### src/rtl/sha2_pkg.sv
// Shared SHA-2 message-schedule definitions: sigma rotate/shift amounts for
// both word widths, the scheduler state encoding and the rounds-per-width lookup.
package sha2_pkg;

  typedef enum logic [1:0] {
    IDLE   = 2'd0,
    LOAD   = 2'd1,
    EXPAND = 2'd2,
    DRAIN  = 2'd3
  } sched_state_t;

  localparam int S0_ROT_A_32 = 7;
  localparam int S0_ROT_B_32 = 18;
  localparam int S0_SHR_32   = 3;
  localparam int S1_ROT_A_32 = 17;
  localparam int S1_ROT_B_32 = 19;
  localparam int S1_SHR_32   = 10;

  localparam int S0_ROT_A_64 = 1;
  localparam int S0_ROT_B_64 = 8;
  localparam int S0_SHR_64   = 7;
  localparam int S1_ROT_A_64 = 19;
  localparam int S1_ROT_B_64 = 61;
  localparam int S1_SHR_64   = 6;

  // Returns 0 for an unsupported width so the caller can reject it.
  function automatic int rounds_for(input int word_w);
    if (word_w == 32) return 64;
    if (word_w == 64) return 80;
    return 0;
  endfunction

  function automatic int sigma_rot_a(input int word_w, input int sel);
    if (word_w == 64) return (sel == 0) ? S0_ROT_A_64 : S1_ROT_A_64;
    return (sel == 0) ? S0_ROT_A_32 : S1_ROT_A_32;
  endfunction

  function automatic int sigma_rot_b(input int word_w, input int sel);
    if (word_w == 64) return (sel == 0) ? S0_ROT_B_64 : S1_ROT_B_64;
    return (sel == 0) ? S0_ROT_B_32 : S1_ROT_B_32;
  endfunction

  function automatic int sigma_shr(input int word_w, input int sel);
    if (word_w == 64) return (sel == 0) ? S0_SHR_64 : S1_SHR_64;
    return (sel == 0) ? S0_SHR_32 : S1_SHR_32;
  endfunction

endpackage

### src/rtl/sched_sigma.sv
// Small-sigma function of the SHA-2 schedule (SEL=0 -> s0, SEL=1 -> s1).
// Purely combinational, no latency, no flow control.
module sched_sigma
  import sha2_pkg::*;
#(
  parameter int WORD_W = 32,
  parameter int SEL    = 0
)
(
  input  logic [WORD_W-1:0] i_x,
  output logic [WORD_W-1:0] o_y
);

  localparam int ROT_A = sigma_rot_a(WORD_W, SEL);
  localparam int ROT_B = sigma_rot_b(WORD_W, SEL);
  localparam int SHR_N = sigma_shr(WORD_W, SEL);

  logic [WORD_W-1:0] w_rot_a;
  logic [WORD_W-1:0] w_rot_b;
  logic [WORD_W-1:0] w_shr;

  assign w_rot_a = (i_x >> ROT_A) | (i_x << (WORD_W - ROT_A));
  assign w_rot_b = (i_x >> ROT_B) | (i_x << (WORD_W - ROT_B));
  assign w_shr   = i_x >> SHR_N;
  assign o_y     = w_rot_a ^ w_rot_b ^ w_shr;

endmodule

### src/rtl/msg_schedule_stream.sv
// Streams SHA-2 W[0..ROUNDS-1] from a 16-word block using a 16-entry circular window.
// One output register stage: 1 cycle latency, 1 word/cycle; out_ready low freezes the stage and stalls input/expansion.
module msg_schedule_stream
  import sha2_pkg::*;
#(
  parameter int WORD_W = 32,
  parameter int ROUNDS = 64
)
(
  input  logic              clk,
  input  logic              rst_n,
  input  logic              start,
  input  logic              in_valid,
  output logic              in_ready,
  input  logic [WORD_W-1:0] in_word,
  output logic              out_valid,
  input  logic              out_ready,
  output logic [WORD_W-1:0] out_word,
  output logic [6:0]        out_idx,
  output logic              busy,
  output logic              done
);

  if ((rounds_for(WORD_W) == 0) || (ROUNDS != rounds_for(WORD_W))) begin : g_bad_cfg
    $fatal(1, "msg_schedule_stream: WORD_W=%0d with ROUNDS=%0d is not a SHA-2 pairing", WORD_W, ROUNDS);
  end

  localparam logic [6:0] LAST_T  = 7'(ROUNDS - 1);
  localparam logic [6:0] LAST_IN = 7'd15;

  sched_state_t      r_state;
  sched_state_t      w_state_nxt;
  logic [6:0]        r_t;
  logic [WORD_W-1:0] r_win [16];
  logic              r_out_vld;
  logic [WORD_W-1:0] r_out_word;
  logic [6:0]        r_out_idx;
  logic              r_done;

  logic              w_can_load;
  logic              w_start_acc;
  logic              w_in_acc;
  logic              w_exp_issue;
  logic              w_drain_fire;
  logic [3:0]        w_idx0;
  logic [3:0]        w_idx2;
  logic [3:0]        w_idx7;
  logic [3:0]        w_idx15;
  logic [WORD_W-1:0] w_s0;
  logic [WORD_W-1:0] w_s1;
  logic [WORD_W-1:0] w_expand;

  assign w_can_load = !r_out_vld || out_ready;

  // Window slot t%16 still holds W[t-16] until it is overwritten with W[t].
  assign w_idx0  = r_t[3:0];
  assign w_idx2  = r_t[3:0] - 4'd2;
  assign w_idx7  = r_t[3:0] - 4'd7;
  assign w_idx15 = r_t[3:0] - 4'd15;

  sched_sigma #(.WORD_W(WORD_W), .SEL(0)) u_sig0 (
    .i_x (r_win[w_idx15]),
    .o_y (w_s0)
  );

  sched_sigma #(.WORD_W(WORD_W), .SEL(1)) u_sig1 (
    .i_x (r_win[w_idx2]),
    .o_y (w_s1)
  );

  assign w_expand = w_s1 + r_win[w_idx7] + w_s0 + r_win[w_idx0];

  always_ff @(posedge clk or negedge rst_n) begin
    if (!rst_n) begin
      r_state <= IDLE;
    end else begin
      r_state <= w_state_nxt;
    end
  end

  always_comb begin
    w_state_nxt  = r_state;
    in_ready     = 1'b0;
    w_start_acc  = 1'b0;
    w_in_acc     = 1'b0;
    w_exp_issue  = 1'b0;
    w_drain_fire = 1'b0;
    case (r_state)
      IDLE: begin
        // A start landing on the done cycle is dropped.
        if (start && !r_done) begin
          w_start_acc = 1'b1;
          w_state_nxt = LOAD;
        end
      end
      LOAD: begin
        in_ready = w_can_load;
        w_in_acc = in_valid && w_can_load;
        if (w_in_acc && (r_t == LAST_IN)) w_state_nxt = EXPAND;
      end
      EXPAND: begin
        w_exp_issue = w_can_load;
        if (w_can_load && (r_t == LAST_T)) w_state_nxt = DRAIN;
      end
      DRAIN: begin
        w_drain_fire = r_out_vld && out_ready;
        if (w_drain_fire) w_state_nxt = IDLE;
      end
      default: w_state_nxt = IDLE;
    endcase
  end

  always_ff @(posedge clk or negedge rst_n) begin
    if (!rst_n) begin
      r_t        <= 7'd0;
      r_out_vld  <= 1'b0;
      r_out_word <= '0;
      r_out_idx  <= 7'd0;
      r_done     <= 1'b0;
      for (int i = 0; i < 16; i++) r_win[i] <= '0;
    end else begin
      r_done <= w_drain_fire;
      if (w_start_acc) begin
        r_t <= 7'd0;
      end else if (w_in_acc || w_exp_issue) begin
        r_t <= r_t + 7'd1;
      end
      if (w_in_acc) begin
        r_win[w_idx0] <= in_word;
      end else if (w_exp_issue) begin
        r_win[w_idx0] <= w_expand;
      end
      if (w_in_acc || w_exp_issue) begin
        r_out_vld  <= 1'b1;
        r_out_word <= w_in_acc ? in_word : w_expand;
        r_out_idx  <= r_t;
      end else if (out_ready) begin
        r_out_vld  <= 1'b0;
      end
    end
  end

  assign out_valid = r_out_vld;
  assign out_word  = r_out_word;
  assign out_idx   = r_out_idx;
  assign busy      = (r_state != IDLE);
  assign done      = r_done;

endmodule

### config.mk
export PLATFORM = sky130hd
export DESIGN_NAME = msg_schedule_stream
export DESIGN_NICKNAME = d
export VERILOG_FILES = /design/src/rtl/sha2_pkg.sv /design/src/rtl/sched_sigma.sv /design/src/rtl/msg_schedule_stream.sv
export SDC_FILE = /design/constraint.sdc
export NUM_CORES = 2
export LEC_CHECK = 0
export BUFFER_PORTS_ARGS = -buffer_cell sky130_fd_sc_hd__buf_2
export CAP_MARGIN = 5
export CORE_UTILIZATION = 59
export CTS_CLUSTER_SIZE = 30
export DETAILED_ROUTE_END_ITERATION = 8
export GPL_ROUTABILITY_DRIVEN = 0
export PLACE_DENSITY = 0.76
export SLEW_MARGIN = 20
export SYNTH_ARGS = -nofsm -noshare
export SYNTH_HDL_FRONTEND = slang
export SYNTH_SLANG_ARGS = --single-unit
export TNS_END_PERCENT = 100
### constraint.sdc
create_clock -name clk -period 8.85 [get_ports clk]
set_input_delay 1.77 -clock clk [delete_from_list [all_inputs] [get_ports clk]]
set_output_delay 1.77 -clock clk [all_outputs]
set_load 0.02 [all_outputs]
# == After elaboration in Yosys (flattened, before gate mapping) ==
# Index checks and enable logic that the tools add are counted.
# op_classes
add_sub_neg,7
multipliers,0
div,0
magnitude_cmp,5
n_eq_ne,9
n_shift,0
n_mux,34
bitwise,12
reduce_logical,16
# ops
operator,n
$bwmux 512,2
$mux 512,2
$bmux 32 s4,4
$mux 32,10
$demux 32 s4,1
$add 32x32->32,3
$xor 32x32->32,2
$or 13x32->32,1
$or 14x32->32,1
$or 15x32->32,1
$or 25x32->32,1
$xor 32x22->32,1
$xor 32x29->32,1
$ge 5x5->1 const B,4
$not 4->5,4
$mux 7,2
$mux 1,8
$mux 2,4
$ne 2x2->1 const B,4
$pmux 2 s4,1
$reduce_bool 2->1,4
$add 7x1->7 const B,1
$eq 7x4->1 const B,1
$eq 7x6->1 const B,1
other kinds (11),19
# word_totals
reg_bits,562
latchBits,0
mem_bits_rw,0
rom_bits,0
in_bits,37
out_inout_bits,43
elab_cells,105
n_memories,0

# == Logic depth before layout (Yosys ltp) ==
# depth
word_depth,14
depth_mapped,33
depth_no_buf,22

# == Modules after synthesis ==
# From an unflattened synthesis, not the netlist that was laid out.
# unflattened
cells_unflattened,3311
hier_area_um2,36859.1
# by_module_without_submodules
mod,n_inst,cells_each,area_each_um2
msg_schedule_stream,1,3247,35529.1
sched_sigma (u_sig0),1,32,719.4
sched_sigma (u_sig1),1,32,610.6

# == Least setup slack after synthesis ==
# Ideal clock, no wire load.
# synth_path
kind,register to register
start,register r_t[0]
end,register r_win[126] in the netlist's numbering
setup_time_ns,0.133
arrival_ns,7.998
t_required_ns,8.717
setup_slack_ns,0.719
stages_incl_launch_ff,31
period_less_slack_ns,8.131
path_cell_list,dfrtp_1 buf_6 buf_4 buf_2 buf_2 buf_2 buf_2 buf_2 buf_2 inv_1 ha_1 buf_6 clkbuf_1 clkbuf_1 mux4_2 mux4_2 xnor2_1 fa_1 fa_1 inv_1 ha_1 a21o_1 a21o_1 a21oi_1 nor3b_1 a2111oi_1 a21oi_1 or3_1 a31oi_1 clkbuf_1 o21ai_0
# synth_via
elab_chain_len,14
# synth_lines
element,line_no,rtl
start: declaration,msg_schedule_stream.sv:33,logic [6:0] r_t;
start signal: assignment,msg_schedule_stream.sv:126,r_t <= r_t + 7'd1;
$sub 4x2->4,msg_schedule_stream.sv:57,assign w_idx2 = r_t[3:0] - 4'd2;
$not 4->5 (not written as such),msg_schedule_stream.sv:67,".i_x (r_win[w_idx2]),"
$bmux 32 s4,msg_schedule_stream.sv:67,
$mux 32 (not written as such) (2 in a row),msg_schedule_stream.sv:67,
$or 15x32->32 / $or 13x32->32 (equally long branches),"sched_sigma.sv:22, sched_sigma.sv:23",
$xor 32x32->32,sched_sigma.sv:25,assign o_y = w_rot_a ^ w_rot_b ^ w_shr;
$xor 32x22->32,sched_sigma.sv:25,
$add 32x32->32 (3 in a row),msg_schedule_stream.sv:71,assign w_expand = w_s1 + r_win[w_idx7] + w_s0 + r_win[w_idx0];
$bwmux 512,msg_schedule_stream.sv:131,r_win[w_idx0] <= w_expand;
$mux 512,msg_schedule_stream.sv:130,end else if (w_exp_issue) begin
$mux 512 (*),msg_schedule_stream.sv:128,if (w_in_acc) begin
end signal: indexed assignment,msg_schedule_stream.sv:129,r_win[w_idx0] <= in_word;
end signal: indexed assignment,msg_schedule_stream.sv:131,
end: declaration,msg_schedule_stream.sv:34,logic [WORD_W-1:0] r_win [16];
# Every way passes the cells marked *; elsewhere a longest branch is shown, timed or not. The select of a mux whose other input is x is not followed.
# A chain may end at the register's enable or synchronous reset.

# == Final worst setup path ==
# layout_path
start,register r_t[1]
end,register r_win[23] in the netlist's numbering
# Same word-level chain as after synthesis.

==> metrics <==
result of the run=complete, no violations; top cells by area, synth=dfrtp_1, mux4_2, o21ai_0, nand2_1, fa_1; Setup TNS Final=0 ps; Post-synth top cells=dfrtp_1, nand2_1, o21ai_0, mux4_2, clkbuf_1; residual DRC count=0; largest area contributor in the netlist=dfrtp_1; period utilization=0.884; initial drt markers=4117; I/O Buffers=79; Initial Util=0.598; syn nets=3260; Yosys reg bits=562; hold buffers post-CTS=0; hold depth=2; top-count cell post-synth=dfrtp_1; CP Capture Type=flop; post-cts resize count=0; RSZ-0062 raised after global routing=false; ys flop type=dfrtp_1; Setup Crit Path Kind=reg -> reg; CP Max Fanout=59; Worst R2R Setup Slack=1030 ps; CP startpoint kind=flop; total CTS buffers=58; synth warn=0; final count of negative-setup-slack endpoints=0; WHS Endpoint=out_word[26]; area grow syn2layout=8.40%; die height=about 250 µm; final std cells w/o fill=3942; core area=slightly above 60000 µm²; setup bufs post-CTS=0; clock buffer depth=3; routed vias/inst=7.24; worst r2r path cells=22; fmax=between 100 and 150 MHz; initial antenna violation count=2; IO Pins=80; Detailed Place HPWL=74600 µm; clock root buffer=clkbuf_16; DR WL/cell=29.2 µm; Final Hold Violating Endpoints=0; largest net degree at the start of global routing=169; Placed Cells=about 3800; number of max-cap violations=0; H-tree Lvls=2; clk slew on worst S/H paths=70 ps; CTS tree=yes; n_diodes=0; CP required=9320 ps; synthesized area per cell=11.9 µm²; drt total wl=115000 µm; Synth Cell Area=roughly 37000 µm²; Slew Limit Headroom=0.225; CTS sink cnt=562; DRT Pass-1 Iters=8; crit path from=r_t[1]; row cnt=91; first-pass GRT wire length=176000 µm; grt ovf=0; Final min period=7820 ps; Layout Skew=roughly 17 ps; DR vias=28548; worst reg2reg path startpoint=r_t[1]; die width=252 µm; Post-Syn Instances=between 3000 and 4000; Die Area=63700 µm²; Nets=3199; FF-to-FF End=r_win[23]; Yosys top cell area share=0.380; Final Max Slew Viols=0; Synth cell types=67; Hold Crit Class=reg -> reg; Hold Path Origin=out_word[26]; clk_lat worst skew=about 640 ps; post-route ant nets=0; post-synthesis async set-or-reset flop share=1.00; Total GRT Usage=0.373; Post-synth EDFFs=0; register area share after synthesis=0.380; vias in the first global route=28380; actual slew at the worst max-slew pin=1160 ps; share of cells above drive strength 1=0.260; Arr. time, crit path=8290 ps
## cell families (layout without fill, tap and decap cells)
kind of cell / Yosys count / in the layout / synth area share
DFF: 562 / 562 / 0.380
AOI/OAI and AO/OA: 673 / 673 / 0.0963
adders and majority gates: 103 / 103 / 0.0474
muxes: 525 / 525 / 0.316
and+or+nand+nor: 713 / 713 / 0.0790
buffers and inverters: 401 / 386 / 0.0463
xor gates and xnor gates: 143 / 143 / 0.0347
## per-stage QoR
| stage | util | area (µm²) | setup WS (ps) | hold slack [ps] |
|---|---|---|---|---|
| floorplan | - | 37000 | 719 | 472 |
| CTS | 0.648 | 40000 | 1240 | 473 |
| global route | 0.648 | 40100 | 729 | 493 |
| finish | 0.648 | 40100 | 1030 | 473 |
| global placement | 0.614 | 38000 | 1490 | 444 |
| detailed placement | 0.614 | 38000 | 1280 | 451 |
## worst max-delay path, stage by stage (launching register included)
cell	delay [ps]
dfrtp_4	540
inv_1	260
ha_4	690
buf_12	380
mux4_2	420
mux4_2	570
xor2_1	190
xnor2_1	310
fa_1	480
fa_1	450
inv_1	80
ha_1	170
inv_1	70
fa_1	450
nor2b_1	190
o31a_1	210
o221ai_1	200
a21oi_1	310
o211ai_1	150
a21boi_0	390
mux2i_1	240
a41o_1	610
o21ai_0	210
## area by class of cell
cell class	count	area [µm²]
Fill cell	4368	21700
Multi-Input combinational cell	2157	21400
Sequential cell	562	14100
Clock buffer	78	1690
Tap cell	837	1050
Timing Repair Buffer	147	1010
Inverter	133	499
Clock inverter	28	390
## flip-flops by register name (all words and copies together), names as in the netlist
register	count
r_t	7
r_win	512
out_valid	1
r_state	2
done	1
out_word	32
out_idx	7
## layer usage
layer | up-vias | share of wire | routed length, µm | track usage
met5 | - | 0.00057 | 66 | 0
met4 | 4 | 0.064 | 7340 | 0.208
met3 | 501 | 0.14 | 16600 | 0.127
met2 | 2321 | 0.45 | 51600 | 0.549
met1 | 14348 | 0.34 | 39600 | 0.489
li1 | 11374 | - | - | -
## layout by cell type, fill, tap and decap left out, types with 5 or more instances in the layout
cell type  netlist  final
a211oi_1         6      6
a21o_1          13     13
a21oi_1         80     77
a31oi_1          9      9
and2_1           8      8
and3_1          10     10
buf_12           1      7
buf_2           50     78
buf_4            4     60
bufinv_16        0      9
clkbuf_16        0     58
clkbuf_8         6     16
clkinv_2         0     13
dfrtp_1        562    558
fa_1            62     62
ha_1            41     39
inv_1          132    132
mux2i_1         13     10
mux4_1          10     10
mux4_2         499    499
nand2_1        550    549
nand3_1         13      6
nand3_2          9     13
nor2_1          67     67
nor2b_1          6      6
nor3_1          21     21
o21a_1           5      5
o21ai_0        517    517
o21ai_2         10     13
or3_1           10     10
xnor2_1         70     70
xor2_1          69     67
## worst max-delay path by stage
stage / end / cells after the start
6_report: r_win[23] / 22
5_1_grt: r_win[30] / 20
4_1_cts: r_win[150] / 19
3_5_place_dp: r_win[30] / 20
3_3_place_gp: r_win[55] / 20
2_1_floorplan: r_win[126] / 30
Power is left out: the tool's default activity adds up to more than one toggle a clock period on the data nets, which glitch-free logic cannot reach.
